==> config.mk <==
export PLATFORM = sky130hd
export DESIGN_NAME = op_seq_issuer_flat
export DESIGN_NICKNAME = d
export VERILOG_FILES = /design/src/rtl/op_seq_pkg.sv /design/src/rtl/op_seq_if.sv /design/src/rtl/op_seq_prog_mem.sv /design/src/rtl/op_seq_issuer.sv /design/src/flat_wrapper.sv
export SDC_FILE = /design/constraint.sdc
export NUM_CORES = 1
export LEC_CHECK = 0
export CORE_MARGIN = 5
export CORE_UTILIZATION = 35
export CTS_BUF_LIST = sky130_fd_sc_hd__clkbuf_8 sky130_fd_sc_hd__clkbuf_16
export CTS_CLUSTER_SIZE = 30
export DETAILED_ROUTE_END_ITERATION = 16
export MAX_ROUTING_LAYER = met4
export PLACE_DENSITY = 0.53
export SYNTH_ARGS = -nofsm -noshare
export SYNTH_HDL_FRONTEND = slang
export SYNTH_SLANG_ARGS = --single-unit
==> constraint.sdc <==
create_clock -name clk -period 2.1 [get_ports clk]
set_input_delay 0.42 -clock clk [delete_from_list [all_inputs] [get_ports clk]]
set_output_delay 0.42 -clock clk [all_outputs]
set_load 0.01 [all_outputs]
==> src/rtl/op_seq_pkg.sv <==
// Shared types and word-format helpers for the op/dest sequence issuer.
// Word layout is {op[1:0], dest, rep[REP_W-1:0]}.
package op_seq_pkg;

  localparam logic [1:0] OP_NOP = 2'b00;
  localparam logic [1:0] OP_1   = 2'b01;
  localparam logic [1:0] OP_2   = 2'b10;
  localparam logic [1:0] OP_3   = 2'b11;

  typedef enum logic [1:0] {
    S_IDLE,
    S_RUN,
    S_DONE
  } state_t;

  function automatic int word_w(input int rep_w);
    return rep_w + 3;
  endfunction

  function automatic int dest_bit(input int rep_w);
    return rep_w;
  endfunction

  function automatic int op_lsb(input int rep_w);
    return rep_w + 1;
  endfunction

  // HALT is op=NOP with dest=1; the rep field is ignored.
  function automatic logic [31:0] halt_word(input int rep_w);
    return 32'd1 << rep_w;
  endfunction

endpackage

==> src/rtl/op_seq_if.sv <==
// Datapath-facing op/dest bus driven by the issuer.
// master drives the bus, slave is the register datapath.
interface op_seq_if;
  import op_seq_pkg::*;

  logic [1:0] op;
  logic       dest;

  modport master (output op, output dest);
  modport slave  (input  op, input  dest);

endinterface

==> src/rtl/op_seq_prog_mem.sv <==
// Program store: flop array reset to HALT, registered write, async read.
// Writes are gated by the caller.
module op_seq_prog_mem
  import op_seq_pkg::*;
#(
  parameter int DEPTH = 8,
  parameter int REP_W = 2,
  parameter int AW    = $clog2(DEPTH),
  parameter int WW    = REP_W + 3
) (
  input  logic          clk,
  input  logic          reset,
  input  logic          i_we,
  input  logic [AW-1:0] i_waddr,
  input  logic [WW-1:0] i_wdata,
  input  logic [AW-1:0] i_raddr,
  output logic [WW-1:0] o_rdata
);

  localparam logic [WW-1:0] HALT = WW'(halt_word(REP_W));

  logic [WW-1:0] r_mem [DEPTH];

  always_ff @(posedge clk or posedge reset) begin
    if (reset) begin
      for (int i = 0; i < DEPTH; i++) begin
        r_mem[i] <= HALT;
      end
    end else if (i_we) begin
      r_mem[i_waddr] <= i_wdata;
    end
  end

  assign o_rdata = r_mem[i_raddr];

endmodule

==> src/rtl/op_seq_issuer.sv <==
// Runs a small loaded program onto the op/dest datapath bus.
// Define OP_SEQ_LOOP_EN to add the loop input (restart instead of done).
module op_seq_issuer
  import op_seq_pkg::*;
#(
  parameter int DEPTH = 8,
  parameter int REP_W = 2,
  parameter int AW    = $clog2(DEPTH)
) (
  input  logic               clk,
  input  logic               reset,
  input  logic               wr_en,
  input  logic [AW-1:0]      wr_addr,
  input  logic [REP_W+2:0]   wr_data,
  input  logic               start,
  input  logic               hold,
`ifdef OP_SEQ_LOOP_EN
  input  logic               loop,
`endif
  op_seq_if.master           dp,
  output logic               busy,
  output logic               done,
  output logic [AW-1:0]      pc
);

  localparam int WW = word_w(REP_W);
  localparam int DB = dest_bit(REP_W);
  localparam int OL = op_lsb(REP_W);

  state_t           r_state;
  logic [AW-1:0]    r_pc;
  logic [REP_W-1:0] r_cnt;
  logic             r_busy;
  logic             r_done;

  logic [WW-1:0]    w_word;
  logic [1:0]       w_op;
  logic             w_dest;
  logic [REP_W-1:0] w_rep;
  logic             w_halt;
  logic             w_hit;
  logic             w_end;
  logic             w_loop;

  op_seq_prog_mem #(
    .DEPTH (DEPTH),
    .REP_W (REP_W),
    .AW    (AW),
    .WW    (WW)
  ) u_mem (
    .clk     (clk),
    .reset   (reset),
    .i_we    (wr_en && !r_busy),
    .i_waddr (wr_addr),
    .i_wdata (wr_data),
    .i_raddr (r_pc),
    .o_rdata (w_word)
  );

  assign w_op   = w_word[OL+1:OL];
  assign w_dest = w_word[DB];
  assign w_rep  = w_word[REP_W-1:0];
  assign w_halt = (w_op == OP_NOP) && w_dest;
  assign w_hit  = (r_cnt == w_rep);
  assign w_end  = w_halt ||
                  (w_hit && r_pc == AW'(DEPTH - 1));

`ifdef OP_SEQ_LOOP_EN
  assign w_loop = loop;
`else
  assign w_loop = 1'b0;
`endif

  // Bus follows state combinationally so an async reset silences it at once.
  always_comb begin
    dp.op   = OP_NOP;
    dp.dest = 1'b0;
    if (r_state == S_RUN && !hold && !w_halt) begin
      dp.op   = w_op;
      dp.dest = w_dest;
    end
  end

  always_ff @(posedge clk or posedge reset) begin
    if (reset) begin
      r_state <= S_IDLE;
      r_pc    <= '0;
      r_cnt   <= '0;
      r_busy  <= 1'b0;
      r_done  <= 1'b0;
    end else begin
      unique case (r_state)
        S_IDLE: begin
          if (start) begin
            r_state <= S_RUN;
            r_pc    <= '0;
            r_cnt   <= '0;
            r_busy  <= 1'b1;
          end
        end
        S_RUN: begin
          if (!hold) begin
            if (w_end) begin
              r_cnt <= '0;
              if (w_loop) begin
                r_pc <= '0;
              end else begin
                r_state <= S_DONE;
                r_busy  <= 1'b0;
                r_done  <= 1'b1;
              end
            end else if (w_hit) begin
              r_cnt <= '0;
              r_pc  <= r_pc + AW'(1);
            end else begin
              r_cnt <= r_cnt + REP_W'(1);
            end
          end
        end
        S_DONE: begin
          r_state <= S_IDLE;
          r_done  <= 1'b0;
        end
        default: begin
          r_state <= S_IDLE;
          r_busy  <= 1'b0;
          r_done  <= 1'b0;
        end
      endcase
    end
  end

  assign busy = r_busy;
  assign done = r_done;
  assign pc   = r_pc;

endmodule

==> src/flat_wrapper.sv <==
// flat-port wrapper written by rule: the top's interface ports become plain ports
module op_seq_issuer_flat import op_seq_pkg::*;
#(
  parameter int DEPTH = 8,
  parameter int REP_W = 2,
  parameter int AW    = $clog2(DEPTH)
)
  (clk, reset, wr_en, wr_addr, wr_data, start, hold, busy, done, pc, dp_op, dp_dest);
  op_seq_if dp_i ();
  input  logic clk;
  input  logic reset;
  input  logic wr_en;
  input  logic [AW-1:0] wr_addr;
  input  logic [REP_W+2:0] wr_data;
  input  logic start;
  input  logic hold;
  output logic busy;
  output logic done;
  output logic [AW-1:0] pc;
  output wire logic [$bits(dp_i.op)-1:0] dp_op;
  output wire logic [$bits(dp_i.dest)-1:0] dp_dest;
  assign dp_op = dp_i.op;
  assign dp_dest = dp_i.dest;
  op_seq_issuer #(.DEPTH(DEPTH), .REP_W(REP_W), .AW(AW)) u_core (.clk(clk), .reset(reset), .wr_en(wr_en), .wr_addr(wr_addr), .wr_data(wr_data), .start(start), .hold(hold), .dp(dp_i), .busy(busy), .done(done), .pc(pc));
endmodule
==> flow_summary.ini <==
[run_status]
status = complete, but fails checks
violations = negative setup slack

[clocking]
postCtsHoldBufs = 0
clkLatencyLatePin_ns = 0.31
path_clk_slew_ns = 0.09
ctsRootBufferMaster = clkbuf_8
htreeDepth = 2
numCtsBuffers = 5
tritoncts = yes
clkSinkCount = 49
cts_max_path_buffers = 2

[power]
p_total_w = 0.00483
clock_power_share = 0.124
p_sw_w = 0.00172
sequentialPowerShare = 0.341
internal-power_w = 0.00312
peakVddDrop_uv = 560
static-leakage-power_nw = 1.38
p_sw_frac = 0.355
p_comb_frac = 0.535
power.density_nw_per_um2 = 1490

[timing]
slew_violations = 0
slew_headroom = 0.731
rsz0062_at_grt = yes
setup_viol = 12
layout_worst_path_cycle_share = 1.14
min_period_ns = 2.40
tightest_slew_ns = 0.403
fin_ws_ns = -0.296
max_freq_mhz = 417
hold_ws_ns = 0.468
skew_ns = 0.00555
hold_violations = 0

[critical_path]
critical_path.startpoint = u_core.pc[0]
timing.rr.start = u_core.pc[0]
reg2reg_setup_slack_ns = -0.26
cp.required_ns = 1.68
crit_type = flop to primary output
reg2regPathDepth = 8
worst_setup_path_end_kind = primary output
cp-endpoint = dp_dest
path_max_fanout = 8
r2r_end = u_core.pc[2]
cp.arrival_ns = 1.98
worstSetupStartpointType = flop

[final_layout]
areaGrowthSynthToFinish_pct = 31.8
final_nets = 234
drive_gt1_frac = 0.536
stdcell_area_um2 = 3240
fin_cells = 316
antennaDiodeCount = 0

[detailed_routing]
dr.pass1.iters = 4
vias_per_cell = 5.19
wire_per_inst_um = 18.3
drtIter0Drc = 58
vias = 1640
ant_nets = 0
routed_wl_um = 5780
drc_errors = 0

[yosys]
yosysUniqueCellTypes = 39
synth_area_um2 = 2460
seq_area_frac_synth = 0.503
netlist.area_leader.share = 0.417
synth_commonest_cells = dfrtp_1, mux2_2, dfstp_2, nand2_1
syn_avg_cell_area_um2 = 14.6
synth-main-ff-cell = dfrtp_1
yosys_warnings = 0
syn-instance-count = 168
synth-edff-count = 0
ys_top_cells_by_area = dfrtp_1, mux2_2, dfstp_2, mux4_1, mux4_2
synth_seq_cells = 49
yosysTopAreaCell = dfrtp_1
synth.most_common_cell = dfrtp_1
synth-async-reset-ratio = 1.00
syn_nets = 183

[global_routing]
grt_pass1_wl_um = 9170
grt.total_usage = 0.143
grt.overflow.total = 0
antenna_found_initial = 0
grt_pass1_vias = 1724
grt_max_degree = 50

[floorplanning]
dieArea_um2 = 8800
fp.dieH_um = 93.8
die_w_um = 93.8
row_count = 30
io_pins = 21
initial_core_util = 0.360
coreArea_um2 = 6830

[place]
dp.cells = 299
place_area_um2 = 2920
pre_cts_ws_ns = -0.577
gp_congestion = 0.764
io_buffers = 20
dp_hpwl_um = 3960

[job]
drv_cap = 0

[min_path]
hp-class = input port to async pin
-- critical path, stage by stage, from the launching register on --
cell	delay, ns
dfrtp_2	0.39
buf_12	0.14
mux4_2	0.51
or2_1	0.27
o22ai_2	0.18
a211oi_2	0.05
buf_2	0.14
-- cell usage in the layout, fill, tap and decap left out, types with 2 or more instances in the layout --
cell type	Yosys	routed
buf_4	3	21
nand2b_1	4	3
o32ai_4	0	2
mux2i_4	2	2
clkdlybuf4s50_1	0	16
dfstp_2	8	8
buf_2	0	3
or2_1	2	2
ha_1	2	2
mux2_2	40	40
nor2_1	6	5
mux4_2	4	9
buf_12	0	4
mux2i_1	2	2
a21o_1	3	3
xor2_4	0	2
buf_6	1	3
dfrtp_1	41	39
clkbuf_8	0	6
nand2_1	8	8
inv_1	4	3
nor3b_1	3	3
nand3b_1	3	3
dfrtp_2	0	2
-- per-stage QoR --
stage,util,setup TNS (ns)
after detailed placement,0.428,-4.32
final,0.474,-2.09
after global routing,0.474,-3.17
after floorplan,-,0
after CTS,0.464,-1.67
after global placement,0.428,-3.67
-- routing by layer --
layer / part of all wire / vias up / wire [µm] / GRT usage
met3: 0.035 / 7 / 202 / 0.0304
met4: 0.0099 / 0 / 57 / 0.0445
met2: 0.52 / 34 / 2990 / 0.240
li1: - / 739 / - / -
met1: 0.44 / 860 / 2520 / 0.172
met5: 0 / - / 0 / -
-- registers in the layout, indices dropped and copies added (netlist names) --
name	flops
u_core.u_mem.r_mem	40
u_core.pc	3
u_core.r_cnt	2
u_core.r_state	2
u_core.busy	1
u_core.done	1
-- worst min-delay path by stage --
stage	start	depth (start not counted)	endpoint
2_1_floorplan	u_core.u_mem.r_mem[33]	1	u_core.u_mem.r_mem[33]
3_3_place_gp	u_core.done	1	u_core.done
3_5_place_dp	u_core.u_mem.r_mem[33]	1	u_core.u_mem.r_mem[33]
4_1_cts	reset	3	u_core.u_mem.r_mem[16]
5_1_grt	reset	3	u_core.r_cnt[0]
6_report	reset	3	u_core.u_mem.r_mem[35]
-- cell families (layout without fill, tap and decap cells) --
logic type,Yosys count,count (layout),synth area share
mux,54,54,0.310
compound gates,18,18,0.0606
flops,49,49,0.503
simple gates,34,34,0.0814
xor+xnor,2,2,0.0132
buf+inv,9,61,0.0214
fa+ha+maj,2,2,0.0102
-- final cells by class --
class,count,area (µm²)
flip-flops and latches,49,1240
clock buffers,6,82.6
clock inverters,2,17.5
multi-input cells,110,1290
well taps,96,120
fillers,616,3590
repair buffers,49,470
inverters,4,15.0
-- power by group through the flow --
stage / clock network [W] / logic, W / registers (W)
detailed placement: 0 / 0.00184 / 0.00168
finish: 0.000601 / 0.00258 / 0.00165
global placement: 0 / 0.00178 / 0.00165
global route: 0.000661 / 0.00279 / 0.00170
CTS: 0.000628 / 0.00237 / 0.00164
floorplan: 0 / 0.00132 / 0.00158
-- timing repair --
item,4_1_cts,5_1_grt
pin swaps,8,5
hold endpoints to repair,0,0
setup endpoints to repair,12,12
resized for setup,36,9
cloned,0,0
setup buffers,8,2
(Power assumes the default switching activity.)
